**src/rtl/caf_slice_driver.sv**
```systemverilog
// Sweep driver for a cross-ambiguity-function slice: programs each frequency step, streams the
// buffered x/y samples, collects the slice result and keeps the strongest peak over the sweep.
module caf_slice_driver #(
  parameter int unsigned phase_bits          = 10,
  parameter int unsigned xi_bits             = 12,
  parameter int unsigned xq_bits             = 12,
  parameter int unsigned yi_bits             = 12,
  parameter int unsigned yq_bits             = 12,
  parameter int unsigned length              = 5,
  parameter int unsigned length_counter_bits = 3,
  parameter int unsigned out_max_bits        = 5
) (
  input  logic                           clk,
  input  logic                           rst_n,
  // buffer load port
  input  logic                           wr_en,
  input  logic [length_counter_bits-1:0] wr_addr,
  input  logic [xi_bits-1:0]             wr_xi,
  input  logic [xq_bits-1:0]             wr_xq,
  input  logic [yi_bits-1:0]             wr_yi,
  input  logic [yq_bits-1:0]             wr_yq,
  // sweep request
  input  logic                           start,
  input  logic [phase_bits-1:0]          num_steps,
  // frequency programming
  output logic [phase_bits-1:0]          freq_step,
  output logic                           freq_step_valid,
  output logic                           neg_shift,
  // sample stream
  output logic [xi_bits-1:0]             xi,
  output logic [xq_bits-1:0]             xq,
  output logic [yi_bits-1:0]             yi,
  output logic [yq_bits-1:0]             yq,
  output logic                           s_axis_tvalid,
  input  logic                           m_axis_tready,
  // slice result
  input  logic                           res_tvalid,
  input  logic [out_max_bits-1:0]        res_max,
  input  logic [length_counter_bits-1:0] res_index,
  output logic                           res_tready,
  // sweep result and status
  output logic [out_max_bits-1:0]        best_max,
  output logic [length_counter_bits-1:0] best_index,
  output logic [phase_bits-1:0]          best_step,
  output logic                           best_neg,
  output logic                           busy,
  output logic                           done
);

  typedef enum logic [2:0] {
    StIdle, StProg, StStream, StWaitRes, StNext, StDone
  } state_e;

  localparam logic [length_counter_bits-1:0] LastAddr = length_counter_bits'(length - 1);

  state_e                         state_q, state_d;
  logic [phase_bits-1:0]          k_q, k_d;
  logic                           neg_q, neg_d;
  logic [phase_bits-1:0]          nsteps_q, nsteps_d;
  logic [length_counter_bits-1:0] addr_q, addr_d;
  logic [out_max_bits-1:0]        res_max_q, res_max_d;
  logic [length_counter_bits-1:0] res_idx_q, res_idx_d;
  logic [out_max_bits-1:0]        best_max_q, best_max_d;
  logic [length_counter_bits-1:0] best_index_q, best_index_d;
  logic [phase_bits-1:0]          best_step_q, best_step_d;
  logic                           best_neg_q, best_neg_d;

  logic [xi_bits-1:0] buf_xi_q [length];
  logic [xq_bits-1:0] buf_xq_q [length];
  logic [yi_bits-1:0] buf_yi_q [length];
  logic [yq_bits-1:0] buf_yq_q [length];

  logic idle_or_done;
  logic wr_ok;
  logic last_entry;

  assign idle_or_done = (state_q == StIdle) || (state_q == StDone);
  assign wr_ok        = wr_en && idle_or_done && (32'(wr_addr) < length);
  // Step 0 has only a positive entry; every later step ends on its negative entry.
  assign last_entry   = (k_q == nsteps_q - phase_bits'(1)) && (neg_q || (k_q == '0));

  // Sample buffers carry no reset; contents survive rst_n.
  always_ff @(posedge clk) begin
    if (wr_ok) begin
      buf_xi_q[wr_addr] <= wr_xi;
      buf_xq_q[wr_addr] <= wr_xq;
      buf_yi_q[wr_addr] <= wr_yi;
      buf_yq_q[wr_addr] <= wr_yq;
    end
  end

  always_ff @(posedge clk or negedge rst_n) begin
    if (!rst_n) begin
      state_q      <= StIdle;
      k_q          <= '0;
      neg_q        <= 1'b0;
      nsteps_q     <= '0;
      addr_q       <= '0;
      res_max_q    <= '0;
      res_idx_q    <= '0;
      best_max_q   <= '0;
      best_index_q <= '0;
      best_step_q  <= '0;
      best_neg_q   <= 1'b0;
    end else begin
      state_q      <= state_d;
      k_q          <= k_d;
      neg_q        <= neg_d;
      nsteps_q     <= nsteps_d;
      addr_q       <= addr_d;
      res_max_q    <= res_max_d;
      res_idx_q    <= res_idx_d;
      best_max_q   <= best_max_d;
      best_index_q <= best_index_d;
      best_step_q  <= best_step_d;
      best_neg_q   <= best_neg_d;
    end
  end

  always_comb begin
    state_d      = state_q;
    k_d          = k_q;
    neg_d        = neg_q;
    nsteps_d     = nsteps_q;
    addr_d       = addr_q;
    res_max_d    = res_max_q;
    res_idx_d    = res_idx_q;
    best_max_d   = best_max_q;
    best_index_d = best_index_q;
    best_step_d  = best_step_q;
    best_neg_d   = best_neg_q;

    unique case (state_q)
      StIdle, StDone: begin
        if (start) begin
          nsteps_d     = num_steps;
          k_d          = '0;
          neg_d        = 1'b0;
          best_max_d   = '0;
          best_index_d = '0;
          best_step_d  = '0;
          best_neg_d   = 1'b0;
          state_d      = (num_steps != '0) ? StProg : StDone;
        end
      end
      StProg: begin
        addr_d  = '0;
        state_d = StStream;
      end
      StStream: begin
        if (m_axis_tready) begin
          if (addr_q == LastAddr) begin
            addr_d  = '0;
            state_d = StWaitRes;
          end else begin
            addr_d = addr_q + length_counter_bits'(1);
          end
        end
      end
      StWaitRes: begin
        if (res_tvalid) begin
          res_max_d = res_max;
          res_idx_d = res_index;
          state_d   = StNext;
        end
      end
      StNext: begin
        // Strictly greater: ties keep the earlier entry.
        if (res_max_q > best_max_q) begin
          best_max_d   = res_max_q;
          best_index_d = res_idx_q;
          best_step_d  = k_q;
          best_neg_d   = neg_q;
        end
        if (last_entry) begin
          state_d = StDone;
        end else begin
          if (neg_q || (k_q == '0)) begin
            k_d   = k_q + phase_bits'(1);
            neg_d = 1'b0;
          end else begin
            neg_d = 1'b1;
          end
          state_d = StProg;
        end
      end
      default: state_d = StIdle;
    endcase
  end

  always_comb begin
    freq_step_valid = 1'b0;
    s_axis_tvalid   = 1'b0;
    res_tready      = 1'b0;
    busy            = 1'b0;
    done            = 1'b0;
    xi              = '0;
    xq              = '0;
    yi              = '0;
    yq              = '0;

    unique case (state_q)
      StProg: begin
        freq_step_valid = 1'b1;
        busy            = 1'b1;
      end
      StStream: begin
        s_axis_tvalid = 1'b1;
        busy          = 1'b1;
        xi            = buf_xi_q[addr_q];
        xq            = buf_xq_q[addr_q];
        yi            = buf_yi_q[addr_q];
        yq            = buf_yq_q[addr_q];
      end
      StWaitRes: begin
        res_tready = 1'b1;
        busy       = 1'b1;
      end
      StNext:  busy = 1'b1;
      StDone:  done = 1'b1;
      default: ;
    endcase
  end

  assign freq_step  = k_q;
  assign neg_shift  = neg_q;
  assign best_max   = best_max_q;
  assign best_index = best_index_q;
  assign best_step  = best_step_q;
  assign best_neg   = best_neg_q;

endmodule

```
**config.mk**
```make
export PLATFORM = sky130hd
export DESIGN_NAME = caf_slice_driver
export DESIGN_NICKNAME = d
export VERILOG_FILES = /design/src/rtl/caf_slice_driver.sv
export SDC_FILE = /design/constraint.sdc
export NUM_CORES = 1
export LEC_CHECK = 0
export ABC_AREA = 1
export CORE_MARGIN = 2
export CORE_UTILIZATION = 45
export DETAILED_ROUTE_END_ITERATION = 16
export MAX_ROUTING_LAYER = met4
export PLACE_DENSITY = 0.67
export SLEW_MARGIN = 20
export SYNTH_ARGS = -nofsm -noshare
export SYNTH_HDL_FRONTEND = slang
export SYNTH_SLANG_ARGS = --single-unit
```
**constraint.sdc**
```tcl
create_clock -name clk -period 8.1 [get_ports clk]
set_input_delay 0.81 -clock clk [delete_from_list [all_inputs] [get_ports clk]]
set_output_delay 0.81 -clock clk [all_outputs]
set_load 0.02 [all_outputs]
```
# Word level (Yosys, flattened, before mapping)
# Memories as Yosys holds them, arrays and structs flattened.
# Index checks and enable logic that the tools add are counted.
# Widths: inputs -> output; s select.
# word_totals
register_bits	54
latch_bits	0
ramBits	240
romBits	0
in_bits	75
output_inout_bits	83
word_cells	92
mem_count	4
# op_classes
addsub	3
mul	0
div_mod_pow	0
order_cmp	2
eq_ne	14
shift	0
muxes	39
bitwise_logic	0
n_reduce_logical	19
# mem_list
name	words	width	rd	rd_clocked_by_memory_dff	write_ports	line_no	rtl
buf_xi_q	5	12	1	0	1	68	logic [xi_bits-1:0] buf_xi_q [length];
buf_xq_q	5	12	1	0	1	69	logic [xq_bits-1:0] buf_xq_q [length];
buf_yi_q	5	12	1	0	1	70	logic [yi_bits-1:0] buf_yi_q [length];
buf_yq_q	5	12	1	0	1	71	logic [yq_bits-1:0] buf_yq_q [length];
# op_table
op	count
$mux 12	4
$mux 10	4
$pmux 10 s2	2
$mux 3	10
$pmux 3 s5	1
$ne 2x2->1 const B	7
$pmux 3 s2	2
$mux 1	11
$add 10x1->10 const B	1
$eq 10x10->1	1
$logic_not 10->1	1
$mux 5	2
$pmux 5 s2	1
$reduce_bool 10->1	1
$sub 10x1->10 const B	1
$eq 3x3->1 const B	3
$reduce_and 4->1	2
$eq 3x2->1 const B	2
$reduce_and 2->1	3
$reduce_and 3->1	2
$gt 5x5->1	1
$pmux 1 s2	2
$reduce_bool 2->1	2
$reduce_or 4->1	1
7 further kinds	10

# Depth between registers and ports, before layout
# Gate-level depths: netlist (run 1).
# logic_depth
word_depth	6
depth_mapped	13
mapped_depth_nobuf	13

# Least setup slack after synthesis (run 1)
# Ideal clock, no wire load.
# synth_timing
kind	reg-to-reg
startpoint	register state_q[0]
endpoint	memory buf_xi_q[0][0], enable pin
setup_time_ps	578
arrival_time_ps	5604
t_required_ps	7522
path_slack_ps	1918
path_stages_with_launch	8
path_buffers	0
period_less_slack_ps	6182
path_cell_list	dfrtp_1 inv_2 nor2_1 inv_2 nand2_2 a21oi_1 nand2_1 nor4_1
# synth_between
elab_chain_len	6
word_cells_on_any_way	7
cone_classes	eq/ne: 1; mux: 2; reduce/logical: 4
# synth_lines
item	line_no	rtl
start, declared	56	state_e state_q, state_d;
start signal, assigned	94	state_q <= StIdle;
start signal, assigned	106	state_q <= state_d;
$eq 3x3->1 / $logic_not 3->1 (equally long branches)	77	assign idle_or_done = (state_q == StIdle) || (state_q == StDone);
$logic_or 1x1->1 (*)	77	
$logic_and 1x1->1 (*) (2 in a row)	78	assign wr_ok = wr_en && idle_or_done && (32'(wr_addr) < length);
$mux 1 (*)	84	if (wr_ok) begin
$mux 1 (not written as such) (*)	85	buf_xi_q[wr_addr] <= wr_xi;
end, declared	68	
# Every way passes the cells marked *; elsewhere a longest branch is shown, timed or not.

# Worst setup path in the final report (run 1)
# layout_timing
startpoint	register addr_q[0]
endpoint	output port yq[7]
# layout_between
elab_chain_len	2
# layout_lines
item	line_no	rtl
start, declared	60	logic [length_counter_bits-1:0] addr_q, addr_d;
start signal, assigned	110	addr_q <= addr_d;
$mem_v2 5x12	-	
$mux 12	202	unique case (state_q)
end, declared	33	output logic [yq_bits-1:0] yq,
# Every way passes these cells.

==> run metrics, run 1 <==
status=complete, no violations; unrepaired setup endpoints after global routing=no; Root Driver=clkbuf_16; post-route ant nets=0; latest clock arrival within the worst-skew pair=560 ps; grt met2 use=0.335; Yosys reg bits=294; Layout Skew=~8.4 ps; first-pass GRT wire length=44900 um; Mean Syn Cell Area=11.0 um^2; initial DRC count=roughly 730; gr ovfl total=0; fmax=0.209 GHz; required time of the critical path=7290 ps; CTS Buf Count=30; Period minus WS final=approximately 4800 ps; Lkg Pwr=5.86 nW; Post-synth EDFFs=240; mapped cell area=12400 um^2; Final HPWL DP=~16000 um; Synthesized Nets=around 1200; PD cells=309 nW/um^2; synth top area cells=edfxtp_1 (58%), dfrtp_1 (11%), nor2_1 (7.0%); final hold vios=0; VDD IR max=approximately 200 uV; Yosys cell types=35; asr flop ratio synth=0.184; CP Capture Type=output pin; Max FO, Critical Path=98; Core Region=around 27000 um^2; global routing usage on met1=0.265; Synth top area share=0.579; share of layout cells above drive strength 1=0.0658; num ports=158; Max Slew Vio Count=0; die width=between 150 and 200 um; CTS tree=built; critical path startpoint category=flop; CTS hold repair buffers=0; Post-CTS Setup Repair Bufs=0; Least-Margin Pin Slew=between 900 and 1000 ps; DIE AREA=29000 um^2; Critical Path AT=3990 ps; post-route DRC violation count=0; met3 Use GR=0.0326; H-Tree Depth=1; Cell Rows=60; Clock transition at path regs=60 ps; Rel. slew slack=0.334; Final period util=0.592; sequential fraction of the synthesis area=0.688; Yosys warning count=0; WL final=28600 um; CTS resizes=0; Reg2Reg Setup Slack=5070 ps; die boundary height=170 um; nets=1354; GRT busiest layer=met2; worst setup path class=flop to output pin; min-delay worst type=input port to async pin; largest net degree at the start of global routing=between 90 and 100; total track usage=0.205; via count=8666; initial antenna violation count=3; GP Congestion=a little over 0.8; setup TNS=0 ps; cell taking the most area after synthesis=edfxtp_1; Longest Clk Path Bufs=3; Area Growth Syn to Fin=22.9%; vias in the first global route=approximately 8400; initial core utilization=0.461; PortBufs=157; drt pass-1 iters=5; Final setup viols=0; post-synthesis cell count=between 1000 and 1500; WL/cell=between 15 and 20 um; Post-synth top flop=edfxtp_1; Util after Layout=0.566; Fin Hold WS=378 ps; Max-Cap Viols=0; routed vias/inst=5.30; clock sink total=294
sequential cells by signal, summed over array words and instances (netlist names), 5 cells and up:
name / count
nsteps_q: 10
buf_yq_q: 60
res_max_q: 5
best_max: 5
best_step: 10
buf_xq_q: 60
buf_yi_q: 60
buf_xi_q: 60
freq_step: 10
metrics by stage:
stage          power [W]  setup slack [ps]  cells  instance area, um^2
6_report         0.00472              3300   1636                15300
5_1_grt          0.00499              3010   1636                15300
4_1_cts          0.00476              3270   1633                15300
3_5_place_dp     0.00338              3860   1578                14300
3_3_place_gp     0.00336              3960   1578                14300
2_1_floorplan    0.00281              1920   1127                12400
critical path, stage by stage (launching register included):
cell and delay (ps):
dfrtp_2 350, buf_4 770, inv_2 590, buf_4 460
o21ai_0 210, o22ai_1 80, o21ai_0 310, inv_1 80
clkdlybuf4s50_1 540
power by group:
part | internal [W] | switching [W] | leakage (nW)
clock network | 0.000809 | 0.000561 | 0.470
registers | 0.00175 | 0.0000662 | 2.86
logic | 0.000561 | 0.000977 | 2.53
cells by family (layout without fill, tap and decap cells):
logic type | Yosys count | in the layout | synth area share
and+or+nand+nor | 413 | 413 | 0.135
AOI/OAI and AO/OA | 237 | 237 | 0.101
other | 0 | 3 | 0
buffers and inverters | 152 | 317 | 0.0494
adders and majority gates | 10 | 10 | 0.0101
DFF | 294 | 294 | 0.688
xor gates and xnor gates | 10 | 10 | 0.00704
muxes | 11 | 11 | 0.00995
area by class of cell:
| class | instances | area [um^2] |
|---|---|---|
| flip-flops and latches | 294 | 8560 |
| clock inverters | 17 | 206 |
| inverters | 93 | 349 |
| clock buffers | 38 | 781 |
| fillers | 2259 | 11700 |
| multi-input cells | 681 | 3310 |
| well taps | 341 | 427 |
| repair buffers | 169 | 1660 |
| diodes | 3 | 7.51 |
synthesized netlist by cell type, types with 14 or more instances:
master / count
edfxtp_1: 240
nor2_1: 232
o21ai_0: 157
nand2_1: 127
inv_1: 90
dfrtp_1: 54
o22ai_1: 49
clkbuf_1: 39
nand3_1: 18
a21oi_1: 14
o21ai_1: 14
cells in the final DEF (no fill, tap or decap), types with 2 or more instances in the layout:
master           synthesis  layout
nand3_1                 18      18
bufinv_16                0       4
inv_1                   90      89
nor3_1                   6       6
o22ai_1                 49      49
nor2_2                   2       2
mux2_2                  11      11
nand2_2                  2       3
clkinv_1                 0       7
buf_4                    1      12
inv_2                    3       4
nor4_2                   0       4
clkdlybuf4s50_1          0     156
xnor2_1                  3       3
clkbuf_16                0      30
nand3_2                  2       2
nor4_1                   6       2
o21ai_1                 14      14
nor2_1                 232     231
dfrtp_1                 54      53
clkbuf_1                39       8
ha_1                    10      10
xor2_1                   7       7
nand4_1                 13      13
clkinvlp_4               0       2
clkinv_2                 0       3
o21ai_0                157     157
nand2_1                127     126
a21oi_1                 14      14
edfxtp_1               240     240
diode_2                  0       3
per-layer routing:
layer  vias to the layer above  wire [um]
met5                         -          0
met4                         0        739
met3                        48       1770
met2                       275      13800
met1                      4162      12300
li1                       4181          -
path summary, 6_finish.rpt:
path	end	from	cells past startpoint
worst max-delay path	yq[7]	addr_q[0]	8
worst min-delay path	nsteps_q[4]	rst_n	2
worst max register to register	state_q[0]	addr_q[0]	9
worst min register to register	best_step[8]	best_step[8]	2
max in group asynchronous	addr_q[0]	rst_n	2
min in group clk	best_step[8]	best_step[8]	2
No activity file was read; power rests on OpenSTA's default activity.
==> inputs of run 2 (changes only) <==
- PLACE_DENSITY: 0.67 -> 0.7
- clock period: 8.1 -> 4.1 ns (I/O delays scaled with it)
==> run metrics, run 2 (synthesis results as in run 1) <==
critical path startpoint category=flop; WL/cell=17.8 um (+1.6%); commonest cells after routing, fill and taps aside=edfxtp_1 (240), nor2_1 (231), o21ai_0 (157), clkdlybuf4s50_1 (156), nand2_1 (127); Period minus WS final=3460 ps; status=complete, no violations; Final setup viols=0 (unchanged); die width=170 um (unchanged); Placed Area=14400 um^2 (+0.67%); post-route DRC violation count=0 (unchanged); via count=8834 (+1.9%); H-Tree Depth=1 (unchanged); Final period util=0.845; CP bufs+invs=3 (-2); GP Congestion=0.833 (+0.80%); nets=1359 (+0.37%); Core Region=27000 um^2 (unchanged); drt pass-1 iters=6 (+1); initial antenna violation count=3 (unchanged); Clock transition at path regs=60 ps (about the same); PortBufs=157 (unchanged); required time of the critical path=3690 ps (-3600 ps); vias in the first global route=8661 (+3.1%); PD cells=618 nW/um^2 (+100%); Lkg Pwr=5.94 nW (+1.3%); gr ovfl total=0 (unchanged); first-pass GRT wire length=45900 um (+2.2%); Tot Pwr=0.00955 W (+100%); Area Growth Syn to Fin=24.3%; min-delay worst type=input port to flop; CP Capture Type=output pin; most common cell after layout, fill and taps aside=edfxtp_1; routed vias/inst=5.38 (+1.6%); Cell Rows=60 (unchanged); Final Cell Area=15500 um^2 (+1.1%); final hold vios=0 (unchanged); Worst path max stage delay=750 ps (-20 ps); Rel. slew slack=0.348 (+0.0139); total track usage=0.207 (+0.00262); CTS Buf Count=30 (unchanged); Fin Hold WS=467 ps (+89.7 ps); CTS hold repair buffers=1 (+1); slowest CP cell=buf_4; Inst Count DP=1582 (+0.25%); Longest Clk Path Bufs=3 (unchanged); Max FO, Critical Path=97 (-1.0%); CP Cell Sequence=buf_4 -> o21ai_0 -> o22ai_1 -> o21ai_0 -> inv_1 -> clkdlybuf4s50_1; latest clock arrival within the worst-skew pair=580 ps (+20 ps); initial core utilization=0.461 (unchanged); Layout Skew=39.1 ps (+30.6 ps); Max Slew Vio Count=0 (unchanged); Final HPWL DP=16900 um (+2.9%); largest net degree at the start of global routing=98 (-1.0%); DIE AREA=29000 um^2 (unchanged); fin cells=1642 (+0.37%); WL final=29200 um (+2.0%); post-route ant nets=0 (unchanged); CTS tree=built; share of layout cells above drive strength 1=0.0747 (+0.00894); Root Driver=clkbuf_16; fmax=0.289 GHz; CP delay by family, top=buffers and inverters; worst setup path class=flop to output pin; Post-CTS Setup Repair Bufs=0 (unchanged); num ports=158 (unchanged); die boundary height=170 um (unchanged); unrepaired setup endpoints after global routing=no; Least-Margin Pin Slew=978 ps (-20.8 ps); CTS resizes=0 (unchanged); clock sink total=294 (unchanged); Max-Cap Viols=0 (unchanged); Critical Path AT=3050 ps (-940 ps); VDD IR max=480 uV (+140%); most used cell along the critical path=o21ai_0; initial DRC count=826 (+13%); Util after Layout=0.572 (+0.00630)
run 2: changes by cell type in the layout (fill, tap and decap cells not counted), moves of 3 or more:
cell / change
nor4_4: +4
clkinv_2: +4
clkbuf_1: -3
nor4_2: -4
run 2: report_power, final:
group | switching (W) | internal (W) | total, W | leakage (nW)
logic | 0.00194 | 0.00113 | 0.00308 | 2.57
registers | 0.000138 | 0.00345 | 0.00359 | 2.86
clock network | 0.00116 | 0.00173 | 0.00289 | 0.512
run 2: layer usage:
| metal | vias to the layer above | wire length (um) | GRT usage |
|---|---|---|---|
| li1 | 4193 | - | - |
| met2 | 287 | 14100 | 0.343 |
| met1 | 4302 | 12600 | 0.270 |
| met3 | 52 | 1850 | 0.0316 |
| met4 | 0 | 639 | 0.0531 |
| met5 | - | 0 | - |
run 2: through the flow:
stage,TNS (ps),setup WS [ps]
global placement,0,1310
global route,0,456
finish,0,637
floorplan,-18610,-97.3
detailed placement,0,1250
CTS,0,643
run 2: path summary, 6_finish.rpt:
| kind | startpoint | cells past startpoint | end | slack (ps) |
|---|---|---|---|---|
| max | addr_q[0] | 6 | xq[1] | 640 |
| min in group asynchronous | rst_n | 2 | freq_step[0] | 490 |
| min reg2reg | best_index[0] | 2 | best_index[0] | 490 |
| max in group asynchronous | rst_n | 3 | best_index[2] | 2820 |
| max reg2reg | state_q[0] | 8 | buf_xi_q[3][6] | 1430 |
| min | num_steps[0] | 3 | nsteps_q[0] | 470 |
run 2: area by class of cell:
type                    instances  area [um^2]
diodes                          3         7.51
clock buffers                  35          769
clock inverters                21          284
fillers                      2247        11600
inverters                      93          350
multi-input cells             681         3340
flip-flops and latches        294         8560
well taps                     341          427
repair buffers                174         1720
run 2: tightest hold or removal path, delay by kind of cell:
family,cells,cell delay [ps]
simple gates,1,100
compound gates,1,40
buf+inv,1,420
